--- config.mk ---
export PLATFORM = sky130hd
export DESIGN_NAME = instr_encoder
export DESIGN_NICKNAME = d
export VERILOG_FILES = /design/src/rtl/riscv_pkg.sv /design/src/rtl/instr_encoder_fifo.sv /design/src/rtl/instr_encoder.sv
export SDC_FILE = /design/constraint.sdc
export NUM_CORES = 1
export LEC_CHECK = 0
export CAP_MARGIN = 15
export CORE_UTILIZATION = 54
export CTS_CLUSTER_DIAMETER = 120
export DETAILED_ROUTE_END_ITERATION = 8
export HOLD_SLACK_MARGIN = 0.05
export PLACE_DENSITY = 0.86
export SYNTH_ARGS = -nofsm -noshare
export SYNTH_HDL_FRONTEND = slang
export SYNTH_SLANG_ARGS = --single-unit
--- constraint.sdc ---
create_clock -name clk -period 9.42 [get_ports clk]
set_input_delay 1.413 -clock clk [delete_from_list [all_inputs] [get_ports clk]]
set_output_delay 1.413 -clock clk [all_outputs]
set_load 0.05 [all_outputs]
--- src/rtl/riscv_pkg.sv ---
// Shared RV32I definitions: immediate format selector, opcode constants and
// the instruction packer/legality checker used by the encoder and by benches.
package riscv_pkg;

  typedef enum logic [2:0] {
    FMT_I  = 3'd0,
    FMT_S  = 3'd1,
    FMT_SB = 3'd2,
    FMT_U  = 3'd3,
    FMT_R  = 3'd4
  } imm_fmt_e;

  localparam logic [6:0] OP_LOAD   = 7'b0000011;
  localparam logic [6:0] OP_STORE  = 7'b0100011;
  localparam logic [6:0] OP_BRANCH = 7'b1100011;
  localparam logic [6:0] OP_OPIMM  = 7'b0010011;
  localparam logic [6:0] OP_OP     = 7'b0110011;
  localparam logic [6:0] OP_LUI    = 7'b0110111;

  typedef struct packed {
    logic        legal;
    logic [31:0] instr;
  } enc_t;

  // Packs the fields for the given format and reports whether the immediate
  // is representable. Format codes 5-7 are never legal.
  function automatic enc_t encode_instr(
    input logic [2:0]  fmt,
    input logic [6:0]  opcode,
    input logic [2:0]  funct3,
    input logic [6:0]  funct7,
    input logic [4:0]  rd,
    input logic [4:0]  rs1,
    input logic [4:0]  rs2,
    input logic [31:0] imm
  );
    enc_t r;
    r.legal = 1'b0;
    r.instr = '0;
    case (fmt)
      FMT_I: begin
        r.instr = {imm[11:0], rs1, funct3, rd, opcode};
        r.legal = (imm[31:11] == '0) || (imm[31:11] == '1);
      end
      FMT_S: begin
        r.instr = {imm[11:5], rs2, rs1, funct3, imm[4:0], opcode};
        r.legal = (imm[31:11] == '0) || (imm[31:11] == '1);
      end
      FMT_SB: begin
        r.instr = {imm[12], imm[10:5], rs2, rs1, funct3, imm[4:1], imm[11], opcode};
        r.legal = ((imm[31:12] == '0) || (imm[31:12] == '1)) && !imm[0];
      end
      FMT_U: begin
        // Same bit scramble the core's U/J extender undoes.
        r.instr = {imm[31], imm[21:12], imm[22], imm[30:23], rd, opcode};
        r.legal = (imm[11:0] == '0);
      end
      FMT_R: begin
        r.instr = {funct7, rs2, rs1, funct3, rd, opcode};
        r.legal = 1'b1;
      end
      default: begin
        r.instr = '0;
        r.legal = 1'b0;
      end
    endcase
    return r;
  endfunction

endpackage

--- src/rtl/instr_encoder_fifo.sv ---
// Two-entry synchronous FIFO (EMPTY/ONE/FULL). Slot 0 is always the head;
// no same-cycle pass-through from push to output.
module enc_fifo2 #(
  parameter int                 DATA_W  = 44,
  parameter logic [DATA_W-1:0]  RST_VAL = '0
) (
  input  logic              clk,
  input  logic              reset,
  input  logic              push,
  input  logic [DATA_W-1:0] push_data,
  input  logic              pop,
  output logic              full,
  output logic              valid,
  output logic [DATA_W-1:0] head
);

  typedef enum logic [1:0] {
    ST_EMPTY = 2'd0,
    ST_ONE   = 2'd1,
    ST_FULL  = 2'd2
  } state_e;

  state_e            state_q, state_d;
  logic [DATA_W-1:0] slot0_q, slot0_d;
  logic [DATA_W-1:0] slot1_q, slot1_d;
  logic              push_ok, pop_ok;

  // Next-state and slot updates; pushes while FULL and pops while EMPTY are ignored.
  always_comb begin
    push_ok = push && (state_q != ST_FULL);
    pop_ok  = pop && (state_q != ST_EMPTY);
    state_d = state_q;
    slot0_d = slot0_q;
    slot1_d = slot1_q;
    case (state_q)
      ST_EMPTY: begin
        if (push_ok) begin
          slot0_d = push_data;
          state_d = ST_ONE;
        end
      end
      ST_ONE: begin
        if (push_ok && pop_ok) begin
          slot0_d = push_data;
        end else if (push_ok) begin
          slot1_d = push_data;
          state_d = ST_FULL;
        end else if (pop_ok) begin
          state_d = ST_EMPTY;
        end
      end
      ST_FULL: begin
        if (pop_ok) begin
          slot0_d = slot1_q;
          state_d = ST_ONE;
        end
      end
      default: state_d = ST_EMPTY;
    endcase
  end

  // State and head register; reset discards contents and shows the reset word.
  always_ff @(posedge clk) begin
    if (reset) begin
      state_q <= ST_EMPTY;
      slot0_q <= RST_VAL;
    end else begin
      state_q <= state_d;
      slot0_q <= slot0_d;
    end
  end

  // Second slot holds data only; its content is meaningless unless FULL.
  always_ff @(posedge clk) begin
    slot1_q <= slot1_d;
  end

  assign full  = (state_q == ST_FULL);
  assign valid = (state_q != ST_EMPTY);
  assign head  = slot0_q;

endmodule

--- src/rtl/instr_encoder.sv ---
// Streaming RV32I instruction encoder: packs and range-checks requests,
// tags legal words with a sequential byte address and buffers them in a
// 2-entry FIFO. Dropped (illegal) requests are counted.
module instr_encoder
  import riscv_pkg::*;
#(
  parameter int                ADDR_W    = 12,
  parameter logic [ADDR_W-1:0] BASE_ADDR = '0
) (
  input  logic              clk,
  input  logic              reset,
  input  logic              in_valid,
  output logic              in_ready,
  input  logic [2:0]        in_fmt,
  input  logic [6:0]        in_opcode,
  input  logic [2:0]        in_funct3,
  input  logic [6:0]        in_funct7,
  input  logic [4:0]        in_rd,
  input  logic [4:0]        in_rs1,
  input  logic [4:0]        in_rs2,
  input  logic [31:0]       in_imm,
  input  logic              addr_clear,
  output logic              out_valid,
  input  logic              out_ready,
  output logic [31:0]       out_instr,
  output logic [ADDR_W-1:0] out_addr,
  output logic              err_sticky,
  output logic [7:0]        err_count
);

  localparam int FIFO_W = 32 + ADDR_W;

  enc_t              enc;
  logic              accept;
  logic              push;
  logic              fifo_full;
  logic [FIFO_W-1:0] fifo_head;

  logic [ADDR_W-1:0] addr_q, addr_d;
  logic              err_sticky_q, err_sticky_d;
  logic [7:0]        err_count_q, err_count_d;

  // Pack the request, decide whether it is pushed or dropped, and compute
  // the next address and error state. A clear overrides the increment.
  always_comb begin
    enc          = encode_instr(in_fmt, in_opcode, in_funct3, in_funct7,
                                in_rd, in_rs1, in_rs2, in_imm);
    accept       = in_valid && in_ready;
    push         = accept && enc.legal;
    addr_d       = addr_q;
    err_sticky_d = err_sticky_q;
    err_count_d  = err_count_q;
    if (addr_clear) begin
      addr_d = BASE_ADDR;
    end else if (push) begin
      addr_d = addr_q + ADDR_W'(4);
    end
    if (accept && !enc.legal) begin
      err_sticky_d = 1'b1;
      if (err_count_q != 8'hFF) begin
        err_count_d = err_count_q + 8'd1;
      end
    end
  end

  // Address counter and error bookkeeping.
  always_ff @(posedge clk) begin
    if (reset) begin
      addr_q       <= BASE_ADDR;
      err_sticky_q <= 1'b0;
      err_count_q  <= 8'd0;
    end else begin
      addr_q       <= addr_d;
      err_sticky_q <= err_sticky_d;
      err_count_q  <= err_count_d;
    end
  end

  enc_fifo2 #(
    .DATA_W  (FIFO_W),
    .RST_VAL ({32'h0, BASE_ADDR})
  ) u_fifo (
    .clk       (clk),
    .reset     (reset),
    .push      (push),
    .push_data ({enc.instr, addr_q}),
    .pop       (out_ready),
    .full      (fifo_full),
    .valid     (out_valid),
    .head      (fifo_head)
  );

  assign in_ready   = !reset && !fifo_full;
  assign out_instr  = fifo_head[FIFO_W-1:ADDR_W];
  assign out_addr   = fifo_head[ADDR_W-1:0];
  assign err_sticky = err_sticky_q;
  assign err_count  = err_count_q;

endmodule

==> out/metrics.yaml <==
timing:
  period_share_pct: 50.1
  finClkSkew_ps: 11.5
  hold_ws_ps: 479
  max-slew-margin-rel_pct: 35.3
  fmax_ghz: 0.212
  worst_pin_slew_ps: 970
  finalCriticalPeriod_ps: 4720
  fin_tns_setup_ps: 0
  finalMaxSlewViolations: 0
  rsz0062_at_grt: "no"
  setup_viol: 0
  hold_viol_final: 0
routing:
  drc_errors: 0
  first_pass_iters: 5
  viasPerCell: 6.06
  drt_iter0_drc: 258
  routed_wl_microns: 15400
  via_count: 5153
  wire_per_inst_microns: 18.1
  antenna_left: 0
global_routing:
  grt.total_usage_pct: 30.1
  grt.busiest_layer: "met2"
  grt_max_degree: 86
  grt_pass1_wl_microns: 24000
  grt_use_met3_pct: 4.14
  grt_pass1_vias: 4882
  antenna_found_initial: 0
  grt_overflow_total: 0
  met2_usage_pct: 53.1
  grtUsageMet1_pct: 36.5
synth:
  synth_async_sr_flop_share_pct: 0
  yosys_warnings: 0
  yosys.area.top_type: "dfxtp_1"
  netlist_area_sq_um: 5470
  synthTopCellsByArea: "dfxtp_1, edfxtp_1, nand2_1"
  ys.flop_type: "dfxtp_1"
  yosysSeqAreaShare_pct: 46.1
  syn_inst: 617
  synthDistinctLibCells: 54
  synth-edff-count: 42
  synth-seq-cells: 105
  synth.avg_cell_area_sq_um: 8.87
  yosysTopAreaCellShare_pct: 23.0
hold_path:
  hp-class: "register to register"
  min_from: "u_fifo.head[38]"
critical_path:
  cp.arrival_ps: 4760
  critPathKind: "input pin to register"
  slowest_delay_ps: 600
  worstPathCellList: "clkdlybuf4s50_1 -> nand4_1 -> or4_1 -> o41a_1 -> a21oi_1 -> o211ai_1 -> inv_1 -> buf_4"
  crit-reg2reg-launch: "u_fifo.state_q[1]"
  cp_data_required_time_ps: 9460
  startpoint: "in_imm[15]"
  startpoint_type: "input pin"
  worst_setup_path_end_kind: "register"
  crit_path_top_delay_cell: "or4_1"
  cp_max_fo: 30
finish:
  drive_gt1_share_pct: 6.13
  stdcell_area_sq_um: 6970
  diodes: 0
  fin_cells: 851
  nFillCells: 773
  area_growth_pct: 27.3
  finalNetCount: 787
floorplanning:
  die_w_microns: 103
  coreArea_sq_um: 9820
  row_count: 36
  chipHeight_microns: 103
  die_area_sq_um: 10500
  io_pins: 127
  initial_core_util_pct: 55.7
placed_design:
  place.gp.congestion: 0.950
  dp.cells: 835
  dpl.hpwl_microns: 10800
  dpl_cell_area_sq_um: 6750
  port_buffers: 124
power:
  leakagePower_uw: 0.00230
  power.density_nw_per_um2: 132
  ir_drop_mv: 0.0841
status:
  status: "finished clean"
clock_network:
  path_clk_slew_ps: 90
  cts_max_path_buffers: 2
  cts_buffers: 9
  cts_tree: "done"
  htreeDepth: 3
  worstSkewPairLatency_ps: 380
  cts_setup_buffers: 0
  holdBufCountCts: 0
  cts_resized: 0
  cts_root_buf: "clkbuf_8"
  clock_sinks: 105
job:
  drv_cap: 0
-- cells in the mapped netlist, types with 2 or more instances --
master and number:
a21oi_1 33, nor2b_1 20, ha_1 2, nor2_1 40, mux2i_1 22, and3_1 6
a31oi_1 10, inv_1 12, or4_1 3, buf_2 7, edfxtp_1 42, o21ai_0 36
nand2b_1 31, nand2_1 74, nand4_1 8, o22ai_1 7, buf_4 5, and2_1 9
clkbuf_1 34, mux2_2 10, nand3_1 19, a22oi_1 6, buf_1 4, a221o_1 5
nor4_1 9, o2bb2ai_1 8, o21ai_1 7, dfxtp_1 63, or3_1 11, o221ai_1 7
a311oi_1 18, nor3_1 27
-- cell usage in the layout, fill, tap and decap left out, types with 11 or more instances in the layout --
| cell | count |
|---|---|
| inv_1 | 12 |
| nor3_1 | 27 |
| nand2_1 | 74 |
| o21ai_0 | 36 |
| clkdlybuf4s50_1 | 123 |
| a21oi_1 | 33 |
| nand2b_1 | 30 |
| edfxtp_1 | 42 |
| dfxtp_1 | 63 |
| or3_1 | 11 |
| a311oi_1 | 18 |
| nor2b_1 | 19 |
| nand3_1 | 19 |
| mux2i_1 | 22 |
| buf_4 | 11 |
| nor2_1 | 40 |
-- routing by layer --
metal,vias up,wire length [microns]
met4,0,340
met2,208,7910
met5,-,0
met1,2486,6250
li1,2438,-
met3,21,928
-- kinds of logic (layout without fill, tap and decap cells) --
kind of cell / Yosys count / after routing / synth area share [%]
muxes: 33 / 33 / 6.29
adders and majority gates: 3 / 3 / 0.640
DFF: 105 / 105 / 46.1
and+or+nand+nor: 264 / 264 / 24.2
buffers and inverters: 63 / 163 / 4.96
AOI/OAI and AO/OA: 148 / 148 / 17.7
other: 1 / 2 / 0.0685
-- layout make-up --
type	instances	area, sq um	share of cell area, %
sequential	105	2520	36.2
inverter	12	45.0	0.646
clock inverter	6	90.1	1.29
timing repair buffer	135	1320	18.9
tap	133	166	2.39
clock buffer	10	128	1.83
multi-input combinational	450	2700	38.7
-- path summary, 6_finish.rpt --
kind	end	slack [ps]	depth (start not counted)
hold / removal	u_fifo.head[38]	480	2
setup / recovery	u_fifo.slot1_q[37]	4700	8
hold reg to reg	u_fifo.head[38]	480	2
setup reg to reg	u_fifo.head[14]	6530	7
-- flip-flops by register name, indices dropped and copies added (netlist names) --
signal          count
addr_q             10
err_count           8
err_sticky          1
u_fifo.head        42
u_fifo.slot1_q     42
u_fifo.state_q      2
-- stage by stage --
stage	setup WS, ps	power [uW]	utilization (%)
3_3_place_gp	4450	613	68.8
2_1_floorplan	5240	558	-
3_5_place_dp	4320	616	68.8
4_1_cts	4690	921	71.0
5_1_grt	4520	945	71.0
6_report	4700	919	71.0
-- where the power goes --
part / switching, uW / internal [uW] / total, uW
combinational: 70.7 / 58.8 / 130
sequential: 2.42 / 475 / 478
clock: 160 / 151 / 312
total: 233 / 686 / 919
-- worst max-delay path, delay by kind of cell --
kind	cells	cell delay, ps
simple gates	2	740
compound gates	3	1170
buf+inv	3	1410
Power figures use the tool's default switching activity.
